`src/rtl/collision_pkg.sv`:
```
// Map geometry, tile-class encodings and the fixed wall layout for the Pac-Man collision lookup.
package collision_pkg;

  localparam int MAP_W   = 40;
  localparam int MAP_H   = 30;
  localparam int TILES   = MAP_W * MAP_H;
  localparam int START_X = 20;
  localparam int START_Y = 20;
  localparam int BAR_Y   = 10;
  localparam int BAR_X0  = 10;
  localparam int BAR_X1  = 29;

  typedef enum logic [3:0] {
    COLL_EMPTY = 4'b0000,
    COLL_WALL  = 4'b0001,
    COLL_PILL  = 4'b0010
  } collision_t;

  // Out-of-range coordinates count as wall so the mover can never leave the map.
  function automatic logic is_wall(input logic [5:0] x, input logic [4:0] y);
    int xi;
    int yi;
    xi = int'(x);
    yi = int'(y);
    if (xi >= MAP_W || yi >= MAP_H)               return 1'b1;
    if (xi == 0 || xi == MAP_W - 1)               return 1'b1;
    if (yi == 0 || yi == MAP_H - 1)               return 1'b1;
    if (yi == BAR_Y && xi >= BAR_X0 && xi <= BAR_X1) return 1'b1;
    return 1'b0;
  endfunction

endpackage

```
`src/rtl/collision_map_rom.sv`:
```
// Combinational map lookup: classifies a tile coordinate as wall and/or pill-bearing tile.
module collision_map_rom
  import collision_pkg::*;
(
  input  logic [5:0] x,
  input  logic [4:0] y,
  output logic       wall,
  output logic       pill_tile
);

  logic start_tile;

  assign start_tile = (int'(x) == START_X) && (int'(y) == START_Y);
  assign wall       = is_wall(x, y);
  assign pill_tile  = !wall && !start_tile;

endmodule

```
`src/rtl/pacman_collision_detect.sv`:
```
// Registered tile-class lookup with pill consumption and eaten-pill counter.
// Optional feature macro: COLLISION_PILL_EAT_EN (eaten bitmap and counter; otherwise pills never disappear).
module pacman_collision_detect
  import collision_pkg::*;
(
  input  logic        CLOCK_50,
  input  logic        reset,
  input  logic [5:0]  next_pacman_x,
  input  logic [4:0]  next_pacman_y,
  output logic [3:0]  collision_type,
  output logic [32:0] pill_count
);

  logic       wall;
  logic       pill_tile;
  logic       is_eaten;
  collision_t next_class;

  collision_map_rom u_map (
    .x         (next_pacman_x),
    .y         (next_pacman_y),
    .wall      (wall),
    .pill_tile (pill_tile)
  );

`ifdef COLLISION_PILL_EAT_EN
  logic [TILES-1:0] eaten;
  logic [10:0]      tile_idx;

  // Only meaningful when pill_tile is set, which implies an in-range coordinate.
  assign tile_idx = 11'(next_pacman_y) * 11'(MAP_W) + 11'(next_pacman_x);
  assign is_eaten = pill_tile && eaten[tile_idx];

  // NOTE: the bitmap is flops rather than RAM on purpose, because reset must restore every pill at once.
  always_ff @(posedge CLOCK_50 or posedge reset) begin
    if (reset) begin
      eaten      <= '0;
      pill_count <= '0;
    end else if (next_class == COLL_PILL) begin
      eaten[tile_idx] <= 1'b1;
      if (pill_count != '1)
        pill_count <= pill_count + 33'd1;
    end
  end
`else
  assign is_eaten   = 1'b0;
  assign pill_count = '0;
`endif

  // NOTE: default assigned first so no path through the block can infer a latch.
  always_comb begin
    next_class = COLL_EMPTY;
    if (wall)
      next_class = COLL_WALL;
    else if (pill_tile && !is_eaten)
      next_class = COLL_PILL;
  end

  always_ff @(posedge CLOCK_50 or posedge reset) begin
    if (reset)
      collision_type <= COLL_EMPTY;
    else
      collision_type <= next_class;
  end

endmodule

```
`config.mk`:
```
export PLATFORM = sky130hd
export DESIGN_NAME = pacman_collision_detect
export DESIGN_NICKNAME = d
export VERILOG_FILES = /design/src/rtl/collision_pkg.sv /design/src/rtl/collision_map_rom.sv /design/src/rtl/pacman_collision_detect.sv
export SDC_FILE = /design/constraint.sdc
export NUM_CORES = 1
export LEC_CHECK = 0
export ABC_CLOCK_PERIOD_IN_PS = 800
export CAP_MARGIN = 20
export CORE_UTILIZATION = 29
export CTS_CLUSTER_SIZE = 12
export DETAILED_ROUTE_END_ITERATION = 8
export PLACE_DENSITY = 0.83
export SLEW_MARGIN = 5
export SYNTH_ARGS = -nofsm -noshare
export SYNTH_HDL_FRONTEND = slang
export SYNTH_HIERARCHICAL = 1
export SYNTH_SLANG_ARGS = --single-unit
```
`constraint.sdc`:
```
create_clock -name CLOCK_50 -period 0.8 [get_ports CLOCK_50]
set_input_delay 0.12 -clock CLOCK_50 [delete_from_list [all_inputs] [get_ports CLOCK_50]]
set_output_delay 0.12 -clock CLOCK_50 [all_outputs]
set_load 0.03 [all_outputs]
```
==> impl_metrics.env, run 1 <==
export IMPL_critPathMaxFanout=4
export IMPL_first_pass_iters=4
export IMPL_layout_drive_gt1_share_pct=41.5
export IMPL_postCtsHoldBufs=0
export IMPL_largest_register="collision_type"
export IMPL_placed_cells=93
export IMPL_io_buffers=14
export IMPL_yosysUniqueCellTypes=19
export IMPL_synth_area_um2=462
export IMPL_fin_area_um2=588
export IMPL_dpl_hpwl_um=633
export IMPL_core_rowCount=14
export IMPL_synth_compound_area_share_pct=9.21
export IMPL_p_leak_nw=0.315
export IMPL_pin_count=50
export IMPL_critPathLaunchType="primary input"
export IMPL_rsz0062_at_grt="yes"
export IMPL_period_share_pct=112
export IMPL_die_x_um=41.9
export IMPL_clkSinkCount=2
export IMPL_hold_class="primary input to async pin"
export IMPL_fin_ws_ns=-0.0959
export IMPL_finalMaxSlewViolations=0
export IMPL_drv_cap=0
export IMPL_final_cell_mix="35 x conb_1, 6 x buf_4, 5 x clkbuf_2"
export IMPL_dieArea_um2=1760
export IMPL_violations="negative setup slack"
export IMPL_drt_vias_per_instance=3.88
export IMPL_reg_top3="collision_type (2)"
export IMPL_routed_wl_um=923
export IMPL_cts_buffers=3
export IMPL_final_antenna_net_count=0
export IMPL_fin_cells=98
export IMPL_coreArea_um2=1490
export IMPL_largest_reg_flops=2
export IMPL_remaining_drc_errors=0
export IMPL_required_ns=0.96
export IMPL_synth_top_family_by_area="buffers and inverters"
export IMPL_synthArstFlopShare_pct=100
export IMPL_ys_seq_area_share_pct=10.8
export IMPL_final_util_pct=39.5
export IMPL_syn_avg_cell_area_um2=7.83
export IMPL_fin_total_pwr_mw=0.761
export IMPL_powerDensity_nw_per_um2=1290
export IMPL_die_height_um=41.9
export IMPL_worst_ir_drop_vdd_mv=0.343
export IMPL_final_common_cell="conb_1"
export IMPL_areaGrowthSynthToFinish_pct=27.4
export IMPL_grt_pass1_vias=300
export IMPL_synth_cells=59
export IMPL_antenna_found_initial=0
export IMPL_synth_simple_area_share_pct=21.4
export IMPL_cts_path_max_buffers=2
export IMPL_grt_pass1_wl_um=1210
export IMPL_cp_arrival_ns=1.05
export IMPL_nets=97
export IMPL_ys_ff_latch=2
export IMPL_synth_edf_count=0
export IMPL_clk_pin_slew_ns=0.03
export IMPL_gr_usage_all_layers_pct=9.17
export IMPL_final_hold_viol_count=0
export IMPL_grt_start_max_net_pins=6
export IMPL_cts_tree="yes"
export IMPL_setup_viol=4
export IMPL_fin_crit_ns=0.896
export IMPL_synth_ff_type="dfrtp_1"
export IMPL_overflow=0
export IMPL_fmax_ghz=1.12
export IMPL_synthMuxAreaShare_pct=0
export IMPL_synthXorXnorAreaFrac_pct=0
export IMPL_status="finished with violations"
export IMPL_gp_congestion=0.642
export IMPL_clockRootBuffer="clkbuf_4"
export IMPL_synthAdderAreaFrac_pct=0
export IMPL_htree_levels=1
export IMPL_endpoint_kind="flip-flop"
export IMPL_antenna_cells=0
export IMPL_start_util_pct=31.0
export IMPL_drtIter0Drc=10
export IMPL_vias=380
export IMPL_placed_area_um2=538
export IMPL_ys_warn_count=6
export IMPL_wl_per_cell_um=9.42
export IMPL_crit_type="primary input to flip-flop"
## path summary, 6_finish.rpt
path | startpoint | to | slack (ns) | depth (start not counted)
max in group asynchronous | reset | collision_type[0] | 0.64 | 2
min | reset | collision_type[1] | 0.05 | 2
min in group CLOCK_50 | next_pacman_y[3] | collision_type[0] | 0.39 | 4
max | next_pacman_x[1] | collision_type[1] | -0.1 | 6
## power by group
part	internal [mW]	switching [mW]
combinational	0.111	0.314
clock	0.165	0.0542
sequential	0.112	0.00447
total	0.388	0.373
## Yosys cell counts, drive strengths merged, types with 2 or more instances
master  instances  share of area, %
buf            35                57
nor2            4               3.3
dfrtp           2                11
nand2           2               1.6
nand4           2               2.7
## repair_timing
item | 4_1_cts | 5_1_grt
setup endpoints to repair | 4 | 4
resized for setup | 41 | 15
setup buffers | 1 | 1
pin swaps | 7 | 9
## metrics by stage
stage / setup TNS (ns) / setup slack, ns / hold WS (ns)
after floorplan: -0.187 / -0.126 / -0.139
after global placement: -1.24 / -0.660 / 0.281
after detailed placement: -1.31 / -0.695 / 0.281
after CTS: -0.234 / -0.125 / 0.0394
after global routing: -0.285 / -0.133 / 0.0563
final: -0.182 / -0.0959 / 0.0459
## critical path: stages
cell     delay, ns
buf_8         0.11
a311o_1       0.35
nand2_2       0.08
nand3_2       0.08
nor3b_2       0.17
nor2b_4       0.15
## kinds of logic (layout without fill, tap and decap cells)
kind of cell / after synthesis / count (layout)
buffers and inverters: 36 / 25
DFF: 2 / 2
other: 1 / 35
and+or+nand+nor: 15 / 15
AOI/OAI and AO/OA: 5 / 5
## cell type report
type	instances	area (um^2)
clock buffers	3	22.5
fillers	157	901
inverters	1	3.75
multi-input cells	55	322
flip-flops and latches	2	50.0
well taps	16	20.0
repair buffers	21	170
## metal layers
metal  global-route usage (%)  part of all wire [%]
met1                     10.1                    35
met2                     13.1                    52
met3                     4.78                   9.9
met4                     7.10                   3.0
met5                        0                     0
(Power assumes the default switching activity.)
==> run 2, diff against run 1 <==
--- a/config.mk
+++ b/config.mk
@@ -6,7 +6,7 @@
 export NUM_CORES = 1
 export LEC_CHECK = 0
 export ABC_CLOCK_PERIOD_IN_PS = 800
-export CAP_MARGIN = 20
+export CAP_MARGIN = 15
 export CORE_UTILIZATION = 29
 export CTS_CLUSTER_SIZE = 12
 export DETAILED_ROUTE_END_ITERATION = 8
==> results of run 2 <==
The final DEF is identical to that of run 1; final timing and power are the same.
==> run 3, diff against run 2 <==
--- a/config.mk
+++ b/config.mk
@@ -10,9 +10,12 @@
 export CORE_UTILIZATION = 29
 export CTS_CLUSTER_SIZE = 12
 export DETAILED_ROUTE_END_ITERATION = 8
+export MAX_ROUTING_LAYER = met4
 export PLACE_DENSITY = 0.83
+export REMOVE_ABC_BUFFERS = 1
 export SLEW_MARGIN = 5
 export SYNTH_ARGS = -nofsm -noshare
 export SYNTH_HDL_FRONTEND = slang
 export SYNTH_HIERARCHICAL = 1
 export SYNTH_SLANG_ARGS = --single-unit
+export TNS_END_PERCENT = 10
==> impl_metrics.env, run 3 (synthesized netlist as in run 1, its figures left out) <==
export IMPL_status="finished with violations"
export IMPL_violations="negative setup slack"
export IMPL_critPathMaxFanout=3
export IMPL_areaGrowthSynthToFinish_pct=25.7
export IMPL_period_share_pct=113
export IMPL_start_util_pct=31.0
export IMPL_grt_pass1_vias=332
export IMPL_slowest_delay_ns=0.34
export IMPL_crit_type="primary input to flip-flop"
export IMPL_cp_arrival_ns=1.06
export IMPL_core_rowCount=14
export IMPL_antenna_found_initial=0
export IMPL_cts_path_max_buffers=2
export IMPL_coreArea_um2=1490
export IMPL_fin_total_pwr_mw=0.745
export IMPL_critPathCapture="collision_type[1]"
export IMPL_dieArea_um2=1760
export IMPL_clkSinkCount=2
export IMPL_io_buffers=14
export IMPL_rsz0062_at_grt="yes"
export IMPL_fin_crit_ns=0.901
export IMPL_p_leak_nw=0.305
export IMPL_largest_reg_flops=2
export IMPL_path_buf_inv=1
export IMPL_routed_wl_um=793
export IMPL_final_cell_mix="35 x conb_1, 5 x buf_4, 4 x buf_6"
export IMPL_endpoint_kind="flip-flop"
export IMPL_cpLargestDelayFamily="simple AND/OR/NAND/NOR gates"
export IMPL_fmax_ghz=1.11
export IMPL_die_x_um=41.9
export IMPL_remaining_drc_errors=0
export IMPL_antenna_cells=0
export IMPL_drv_cap=0
export IMPL_largest_register="collision_type"
export IMPL_die_height_um=41.9
export IMPL_hold_slack_ns=0.0517
export IMPL_crit_start="next_pacman_x[2]"
export IMPL_grt_pass1_wl_um=1290
export IMPL_crit_chain="buf_8, a311o_1, nand2_1, nand3_2, nor3b_2, nor2b_4"
export IMPL_worst_ir_drop_vdd_mv=0.367
export IMPL_setup_viol=3
export IMPL_final_util_pct=39.0
export IMPL_wl_per_cell_um=8.26
export IMPL_nets=95
export IMPL_gp_congestion=0.670
export IMPL_vias=374
export IMPL_pin_count=50
export IMPL_final_common_cell="conb_1"
export IMPL_crit_cells=6
export IMPL_fin_ws_ns=-0.101
export IMPL_gr_usage_all_layers_pct=9.80
export IMPL_required_ns=0.96
export IMPL_cts_tree="yes"
export IMPL_hold_class="primary input to async pin"
export IMPL_layout_drive_gt1_share_pct=35.0
export IMPL_reg_top3="collision_type (2)"
export IMPL_clockRootBuffer="clkbuf_4"
export IMPL_grt_start_max_net_pins=5
export IMPL_slowest_stage="a311o_1"
export IMPL_critPathLaunchType="primary input"
export IMPL_cts_buffers=3
export IMPL_postCtsHoldBufs=0
export IMPL_placed_cells=91
export IMPL_first_pass_iters=6
export IMPL_finalSetupTns_ns=-0.174
export IMPL_clk_pin_slew_ns=0.03
export IMPL_drtIter0Drc=3
export IMPL_fin_cells=96
export IMPL_drt_vias_per_instance=3.90
export IMPL_dpl_hpwl_um=630
export IMPL_htree_levels=1
export IMPL_final_antenna_net_count=0
export IMPL_overflow=0
export IMPL_finalMaxSlewViolations=0
export IMPL_powerDensity_nw_per_um2=1280
export IMPL_final_hold_viol_count=0
-- run 3: how the worst min path moves through the flow --
stage                     start  slack (ns)           endpoint
after CTS                 reset        0.06  collision_type[0]
final                     reset        0.05  collision_type[0]
after global placement    reset        0.28  collision_type[0]
after global routing      reset        0.07  collision_type[1]
after detailed placement  reset        0.29  collision_type[0]
after floorplan           reset       -0.14  collision_type[0]
-- run 3: repair_timing --
| action | in CTS | in global routing |
|---|---|---|
| gates resized for setup | 50 | 3 |
| setup buffers | 2 | 0 |
| endpoints found under the setup margin | 4 | 4 |
| pin swaps | 9 | 1 |
-- run 3: metrics by stage --
step | cell area [um^2] | setup WS [ns]
floorplan | 327 | -0.154
global placement | 504 | -0.695
detailed placement | 504 | -0.739
CTS | 583 | -0.0958
global route | 581 | -0.158
finish | 581 | -0.101
-- run 3: power by group --
part / switching [mW] / internal (mW) / leakage [nW]
logic: 0.305 / 0.107 / 0.266
clock network: 0.0516 / 0.165 / 0.0138
registers: 0.00432 / 0.112 / 0.0246
-- run 3: routing by layer --
| metal | wire [um] | vias up | global-route usage (%) |
|---|---|---|---|
| met3 | 126 | 0 | 4.78 |
| met5 | 0 | - | - |
| met2 | 373 | 38 | 16.3 |
| met1 | 293 | 165 | 9.81 |
| li1 | - | 171 | - |
| met4 | 0 | 0 | 3.87 |
-- run 3: final cells by class --
type | instances | area [um^2]
multi-input cells | 55 | 314
well taps | 16 | 20.0
inverters | 1 | 3.75
fillers | 160 | 908
flip-flops and latches | 2 | 50.0
repair buffers | 19 | 170
clock buffers | 3 | 22.5
==> RTL change, RTL diff (flow settings as in run 1) <==
Register the output `collision_type` once more, cleared by the reset; this adds one clock of latency there. The other outputs are not delayed to match.
--- a/src/rtl/pacman_collision_detect.sv
+++ b/src/rtl/pacman_collision_detect.sv
@@ -10,6 +10,8 @@
   output logic [3:0]  collision_type,
   output logic [32:0] pill_count
 );
+
+  logic [3:0] collision_type_s0;
 
   logic       wall;
   logic       pill_tile;
@@ -58,9 +60,17 @@
 
   always_ff @(posedge CLOCK_50 or posedge reset) begin
     if (reset)
-      collision_type <= COLL_EMPTY;
+      collision_type_s0 <= COLL_EMPTY;
     else
-      collision_type <= next_class;
+      collision_type_s0 <= next_class;
+  end
+
+  always_ff @(posedge CLOCK_50 or posedge reset) begin
+    if (reset) begin
+      collision_type <= '0;
+    end else begin
+      collision_type <= collision_type_s0;
+    end
   end
 
 endmodule
Formal check against the unedited RTL: not equivalent (Yosys sat finds a counterexample within 4 cycles, from zero or initial values and one cycle with reset high).
==> RTL change against run 1 <==
The flow finishes with violations (design-rule violations, negative setup slack); final area grew 13%; routed wire length shrank 0.43%; area after synthesis up 11%; setup slack gained 19 ps; die area rose by 10%; synthesized cell count is 3.4% higher; count of clock-buffer cells in the layout unchanged; sequential cell count increased by 2; critical path depth did not move; global-route usage is 0.78 points higher; critical endpoint is now collision_type_s0[1]; highest routed layer unchanged; power is 19% higher; utilization grew 2.7 points.
==> RTL change: results (changes against run 1) <==
Power
  • Internal power: 0.511 mW (+31%)
  • Static Leak: 0.349 nW (+11%)
  • Maximum VDD drop: 509 µV (+48%)

Detailed routing
  • DRC: 1 (+1)
  • Vias: 399 (+5.0%)
  • Via density: 3.95 (+1.9%)
  • Routed len/inst: 9.10 µm (-3.4%)
  • Initial DRC count: 10 (unchanged)
  • First drt pass iteration count: 8 (+4)

Outcome
  • Failing checks: design-rule violations, negative setup slack
  • Status: finished with violations

GRT
  • Vias in the first global route: 340 (+13%)
  • First-pass GRT wire length: 1.30 mm (+7.5%)
  • GRT Total Usage: 9.96% (+0.78 points)

Place
  • Pre-CTS WS: -709 ps (-13.5 ps)
  • GP Congestion: 0.727 (+13%)
  • Cell count after placement: 95 (+2.2%)
  • Post-DP HPWL: 687 µm (+8.5%)
  • Placed Area: 588 µm² (+9.3%)

Synth
  • Top cells by area, synth: buf_4 (51%), dfrtp_1 (20%), nor2_1 (2.9%)
  • Synth cell count leaders: buf_4 (35), dfrtp_1 (4), nor2_1 (4)
  • Post-synthesis xor/xnor area fraction: 0% (unchanged)
  • Compound-Gate Fraction of Synth Area: 8.31% (-0.90 points)
  • Sequential fraction of the synthesis area: 19.6% (+8.7 points)
  • Average size of a mapped cell: 8.39 µm² (+7.2%)
  • Ys async rst share: 100% (unchanged)

Layout
  • Nets: 100 (+3.1%)
  • Layout cells sized above 1: 37.6% (-3.8 points)
  • Largest regs: collision_type (2), collision_type_s0 (2)
  • Fillers: 171 (+8.9%)

CTS
  • Post-CTS setup buffers: 2 (+1)
  • Worst skew pair latency: 230 ps
  • Clk root buf: clkbuf_4
  • Resized cells post-CTS: 44 (+7.3%)

STA
  • Worst hold margin: 69.7 ps (+23.8 ps)
  • Clock Skews: around 1.6 ps
  • Final setup viols: 3 (-1)
  • Final WS setup: -77.3 ps (+18.6 ps)
  • Fin Setup TNS: -170 ps (+12.0 ps)

Setup path
  • Crit-path max FO: 2 (-2)
  • Slowest-stage cell, CP: a311o_1

Hold path
  • Worst hold path type: input port to async pin
## RTL change: cell types whose count changed after synthesis, sizes merged
cell,delta
dfrtp,+2
## RTL change: metal layers
metal	routed length, µm	up-vias	part of all wire (%)	global-route usage [%]
met4	14	0	1.5	10.9
met2	576	22	63	16.5
met3	61	2	6.6	5.00
met5	0	-	0	0
met1	266	189	29	7.85
li1	-	186	-	-
## RTL change: power groups by stage
stage | logic [mW] | clock network (mW) | registers, mW
after floorplan | 0.397 | 0 | 0.250
after CTS | 0.416 | 0.261 | 0.230
final | 0.433 | 0.244 | 0.229
after global routing | 0.457 | 0.276 | 0.230
after detailed placement | 0.402 | 0 | 0.230
after global placement | 0.396 | 0 | 0.229
## RTL change: cell families (layout without fill, tap and decap cells)
kind of cell    Yosys count  after routing
buf+inv                  36             26
compound gates            5              5
flops                     4              4
other cells               1             35
simple gates             15             15
## RTL change: layout make-up
| cell class | count | area, µm² | area share (%) |
|---|---|---|---|
| sequential | 4 | 100 | 15.0 |
| tap | 16 | 20.0 | 3.01 |
| multi-input combinational | 55 | 322 | 48.3 |
| clock buffer | 3 | 22.5 | 3.38 |
| timing repair buffer | 22 | 198 | 29.7 |
| inverter | 1 | 3.75 | 0.564 |
## RTL change: worst max path at each step
stage | end | start | depth (start not counted) | slack [ps]
2_1_floorplan | collision_type_s0[1] | next_pacman_x[0] | 5 | -130
3_3_place_gp | collision_type_s0[1] | next_pacman_x[1] | 6 | -670
3_5_place_dp | collision_type_s0[1] | next_pacman_x[1] | 6 | -710
4_1_cts | collision_type_s0[1] | next_pacman_x[2] | 6 | -110
5_1_grt | collision_type_s0[1] | next_pacman_x[0] | 6 | -110
6_report | collision_type_s0[1] | next_pacman_x[0] | 6 | -80
